**src/rtl/da_lms_ctrl.sv**
```systemverilog
// ============================================================================
// da_lms_ctrl : LMS adaptation controller around an external 4-tap DA filter.
// Rev 1.0
// ============================================================================
`default_nettype none

module da_lms_ctrl #(
  parameter int MU_SHIFT = 6,
  parameter int FILT_LAT = 1
) (
  input  logic              clk,
  input  logic              rst,
  input  logic              in_valid,
  output logic              in_ready,
  input  logic signed [7:0] x_in,
  input  logic signed [9:0] d_in,
  input  logic              adapt_en,
  output logic signed [7:0] x0,
  output logic signed [7:0] x1,
  output logic signed [7:0] x2,
  output logic signed [7:0] x3,
  output logic signed [7:0] w0,
  output logic signed [7:0] w1,
  output logic signed [7:0] w2,
  output logic signed [7:0] w3,
  input  logic signed [9:0] filt_y,
  output logic              out_valid,
  input  logic              out_ready,
  output logic signed [9:0] y_out,
  output logic signed [10:0] e_out,
  output logic              busy
);

  typedef enum logic [1:0] {
    IDLE = 2'd0,
    FILT = 2'd1,
    UPD  = 2'd2,
    OUT  = 2'd3
  } state_t;

  localparam logic [2:0] C_LAT = 3'(FILT_LAT);

  state_t            r_state;
  state_t            w_next;
  logic signed [7:0] r_x [4];
  logic signed [7:0] r_w [4];
  logic signed [9:0] r_d;
  logic              r_adapt;
  logic [2:0]        r_cnt;
  logic [1:0]        r_tap;
  logic signed [9:0] r_y;
  logic signed [10:0] r_e;

  logic signed [10:0] w_e;
  logic signed [7:0]  w_xk;
  logic signed [7:0]  w_wk;
  logic signed [18:0] w_prod;
  logic signed [18:0] w_delta;
  logic signed [19:0] w_sum;
  logic signed [7:0]  w_wsat;

  // Error is formed one bit wider than either operand, so it cannot wrap.
  assign w_e     = $signed({r_d[9], r_d}) - $signed({filt_y[9], filt_y});
  assign w_xk    = r_x[r_tap];
  assign w_wk    = r_w[r_tap];
  assign w_prod  = $signed({{8{r_e[10]}}, r_e}) * $signed({{11{w_xk[7]}}, w_xk});
  assign w_delta = w_prod >>> MU_SHIFT;
  assign w_sum   = $signed({w_delta[18], w_delta}) + $signed({{12{w_wk[7]}}, w_wk});

  always_comb begin
    w_wsat = w_sum[7:0];
    if (w_sum > 20'sd127) begin
      w_wsat = 8'sd127;
    end else if (w_sum < -20'sd128) begin
      w_wsat = -8'sd128;
    end
  end

  always_ff @(posedge clk) begin
    if (rst) begin
      r_state <= IDLE;
    end else begin
      r_state <= w_next;
    end
  end

  always_comb begin
    w_next    = r_state;
    in_ready  = 1'b0;
    out_valid = 1'b0;
    busy      = 1'b1;
    case (r_state)
      IDLE: begin
        in_ready = 1'b1;
        busy     = 1'b0;
        if (in_valid) w_next = FILT;
      end
      FILT: begin
        if (r_cnt == 3'd0) w_next = r_adapt ? UPD : OUT;
      end
      UPD: begin
        if (r_tap == 2'd3) w_next = OUT;
      end
      OUT: begin
        out_valid = 1'b1;
        if (out_ready) w_next = IDLE;
      end
      default: w_next = IDLE;
    endcase
  end

  always_ff @(posedge clk) begin
    if (rst) begin
      for (int i = 0; i < 4; i++) begin
        r_x[i] <= '0;
        r_w[i] <= '0;
      end
      r_d     <= '0;
      r_adapt <= 1'b0;
      r_cnt   <= '0;
      r_tap   <= '0;
      r_y     <= '0;
      r_e     <= '0;
    end else begin
      case (r_state)
        IDLE: begin
          if (in_valid) begin
            r_x[3]  <= r_x[2];
            r_x[2]  <= r_x[1];
            r_x[1]  <= r_x[0];
            r_x[0]  <= x_in;
            r_d     <= d_in;
            r_adapt <= adapt_en;
            r_cnt   <= C_LAT;
            r_tap   <= 2'd0;
          end
        end
        FILT: begin
          if (r_cnt == 3'd0) begin
            r_y <= filt_y;
            r_e <= w_e;
          end else begin
            r_cnt <= r_cnt - 3'd1;
          end
        end
        UPD: begin
          r_w[r_tap] <= w_wsat;
          r_tap      <= r_tap + 2'd1;
        end
        default: ;
      endcase
    end
  end

  assign x0    = r_x[0];
  assign x1    = r_x[1];
  assign x2    = r_x[2];
  assign x3    = r_x[3];
  assign w0    = r_w[0];
  assign w1    = r_w[1];
  assign w2    = r_w[2];
  assign w3    = r_w[3];
  assign y_out = r_y;
  assign e_out = r_e;

endmodule

`default_nettype wire

```
**config.mk**
```make
export PLATFORM = sky130hd
export DESIGN_NAME = da_lms_ctrl
export DESIGN_NICKNAME = d
export VERILOG_FILES = /design/src/rtl/da_lms_ctrl.sv
export SDC_FILE = /design/constraint.sdc
export NUM_CORES = 1
export LEC_CHECK = 0
export BUFFER_PORTS_ARGS = -buffer_cell sky130_fd_sc_hd__buf_4
export CAP_MARGIN = 20
export CORE_AREA = 3 3 130 132
export CTS_CLUSTER_DIAMETER = 30
export DETAILED_ROUTE_END_ITERATION = 8
export DIE_AREA = 0 0 133 135
export PLACE_DENSITY = 0.76
export SYNTH_ARGS = -nofsm -noshare
export SYNTH_HDL_FRONTEND = slang
export SYNTH_SLANG_ARGS = --single-unit
```
**constraint.sdc**
```tcl
create_clock -name clk -period 14.5 [get_ports clk]
set_input_delay 0.725 -clock clk [delete_from_list [all_inputs] [get_ports clk]]
set_output_delay 0.725 -clock clk [all_outputs]
set_load 0.05 [all_outputs]
```
==> summary.txt <==
Floorplanning
  – Die Span Y: 135 um
  – IO Pins: ~120
  – Die width: 133 um
  – Num rows: 46
  – Die Area: approximately 0.018 mm^2
  – Core area: between 0.015 and 0.02 mm^2
  – Effective utilization at floorplan: between 50% and 60%

Clock tree
  – Clk sink count: 105
  – Resized cells post-CTS: 0
  – Clk buf depth: 2
  – Worst skew pair latency: roughly 0.35 ns
  – Root buffer cell: clkbuf_16
  – H-tree levels: 3
  – Hold buffers post-CTS: 0
  – Reg clk slew, reported paths: ~0.080 ns
  – Inserted Clock Buffers: 9
  – Postcts setup bufs: 0
  – CTS tree: built

Timing
  – Setup TNS: 0 ns
  – Worst Tran Pin Value: 0.7978 ns
  – Max Freq: 125.0 MHz
  – Final period util: a little under three fifths
  – Final Max Tran Viols: 0
  – RSZ-0062 raised after global routing: false
  – Final setup viols: 0
  – Final min period: approximately 8.0 ns
  – Final Skew: 0.01036 ns
  – Max-slew headroom: between 40% and 50%
  – Final hold vios: 0
  – Final setup margin: around 6.5 ns
  – Hold WS: between 0.4 and 0.5 ns

Synthesis
  – Gate Count Post-Synth: between 800 and 900
  – Synth cell types: a little under 60
  – Syn_nets: ~1,100
  – Share of the synthesized area in the top cell type: between 20 and 25%
  – Synth area leader: edfxtp_1
  – Async set or reset register ratio after synthesis: 0%
  – Post-synthesis register bit count: 105
  – Yosys warns: 0
  – Avg Synthesized Cell Area: roughly 10 um^2
  – Post-Syn Area: between 0.008 and 0.009 mm^2
  – Ys flop type: edfxtp_1
  – Seq/Total Area, Yosys: between 30% and 40%
  – Number of flops mapped to enable cells by yosys: 64
  – Post-synth top cells: 119 x inv_1, 92 x nand2_1, 73 x fa_1
  – Largest cells by area after synthesis: edfxtp_1 22%, fa_1 17%, dfxtp_1 9.5%
  – Count leader, synth: inv_1

Global route
  – First-pass GRT wire length: about 33,000 um
  – Initial antenna violation count: 0
  – Grt ovf: 0
  – Number of global-route vias before repair: between 6,000 and 7,000
  – GRT Overall Usage: a little under a quarter
  – Largest net degree at the start of global routing: 46

Placed design
  – I/O Buffers: 120
  – Post-DP HPWL: 16,010 um
  – Final Wtd Congestion: about 0.87
  – Placement Setup Slack: approximately 6.3 ns

Worst setup path
  – Crit-path max FO: 12
  – Critical path data required time: between 10 and 15 ns
  – Crit-path slowest cell: dfxtp_1
  – Crit-path leading delay family: adder cells
  – Most frequent CP cell: fa_1
  – Setup Crit Path Kind: reg2reg
  – Crit path DAT: roughly 8.2 ns
  – Crit path buf inv count: 4
  – Largest stage delay on the critical path: approximately 0.74 ns
  – Startpoint types: flip-flop
  – Setup crit end kind: flip-flop

Layout
  – Final nets: approximately 1,200
  – Final core utilization: between 60% and 70%
  – Antenna cells: 0
  – # fillers: between 1,000 and 1,500
  – Synthesis-to-layout area growth: 16.55%
  – Layout cell share with drive strength beyond 1: 17.20%

Route
  – Residual DRC: 0
  – Total number of vias: around 6,700
  – First DRT Iteration DRCs: 569
  – Avg WL per Cell: approximately 17 um
  – DR vias/cell: approximately 5.5
  – 1st-pass router iterations: 5
  – Final ANT Viol Nets: 0
  – Final wirelength: 20,420 um

Outcome
  – Status: completed

Min path
  – HP Class: reg2reg

Run
  – Max-cap violations: 0
==> metrics by stage <==
stage / instance area (um^2) / instances
finish: 10030 / 1210
CTS: 10010 / 1209
global placement: 9686 / 1192
floorplan: 8610 / 884
detailed placement: 9691 / 1193
global route: 10030 / 1210
==> cell families after synthesis <==
logic type	count (synthesis)	share of synthesized area, %
and+or+nand+nor	312	18.15
buffers and inverters	152	6.729
adders and majority gates	138	26.42
AOI/OAI and AO/OA	131	9.693
DFF	105	31.86
xor gates and xnor gates	27	2.747
muxes	19	4.403
==> metal layers <==
metal	track usage [%]	vias up	routed length (um)	part of all wire [%]
met3	5.179	20	1511	7.4
met2	36.06	232	9500	47
met5	0	-	0	0
met1	33.46	3222	9125	45
met4	5.312	0	280	1.4
li1	-	3176	-	-
==> flip-flops by register name, summed over array words and instances, names as in the netlist, named ones only <==
register and flops:
e_out 11, r_adapt 1, r_cnt 3, r_d 10
r_state 2, r_tap 2, r_w 32, r_x 32
y_out 10
==> cells in the final DEF, fill, tap and decap left out, types with 5 or more instances in the layout <==
| cell type | n |
|---|---|
| ha_1 | 65 |
| xor2_1 | 8 |
| mux4_2 | 15 |
| nor3_1 | 17 |
| dfxtp_1 | 41 |
| nor2b_1 | 17 |
| edfxtp_1 | 64 |
| nand2_1 | 92 |
| xnor2_1 | 19 |
| and2_1 | 54 |
| clkbuf_16 | 9 |
| inv_1 | 119 |
| fa_1 | 73 |
| o21a_1 | 6 |
| a21oi_1 | 51 |
| o21ai_0 | 25 |
| a211oi_1 | 6 |
| nand2b_1 | 6 |
| buf_4 | 125 |
| a31oi_1 | 5 |
| nand3_1 | 8 |
| nor2_1 | 63 |
| and3_1 | 38 |
==> worst reg2reg max path: cells and delay by family, from the launching register on <==
| kind | cells | cell delay [ns] |
|---|---|---|
| AO/OA/AOI/OAI | 10 | 2.27 |
| adder cells (fa/ha/maj) | 6 | 2.87 |
| AND/OR/NAND/NOR | 7 | 1.05 |
| multiplexers | 1 | 0.34 |
| flip-flops | 1 | 0.74 |
| buffers and inverters | 4 | 0.57 |
==> area by class of cell <==
class	count	area, um^2	area share [%]
Clock buffer	10	229.0	2.282
Clock inverter	6	87.58	0.8728
Inverter	119	446.7	4.451
Multi-Input combinational cell	627	5288	52.69
Sequential cell	105	2743	27.33
Tap cell	216	270.3	2.693
Timing Repair Buffer	127	970.9	9.676
==> worst paths after layout <==
| check | depth (start not counted) | to | start | slack [ns] |
|---|---|---|---|---|
| min | 2 | y_out[6] | y_out[6] | 0.46 |
| min reg2reg | 2 | y_out[6] | y_out[6] | 0.46 |
| max | 28 | r_w[3][3] | flip-flop | 6.50 |
| max reg2reg | 28 | r_w[3][3] | flip-flop | 6.50 |
Power is not shown: default switching activity piles up to over one toggle a cycle in this logic, so the estimate is an artifact.
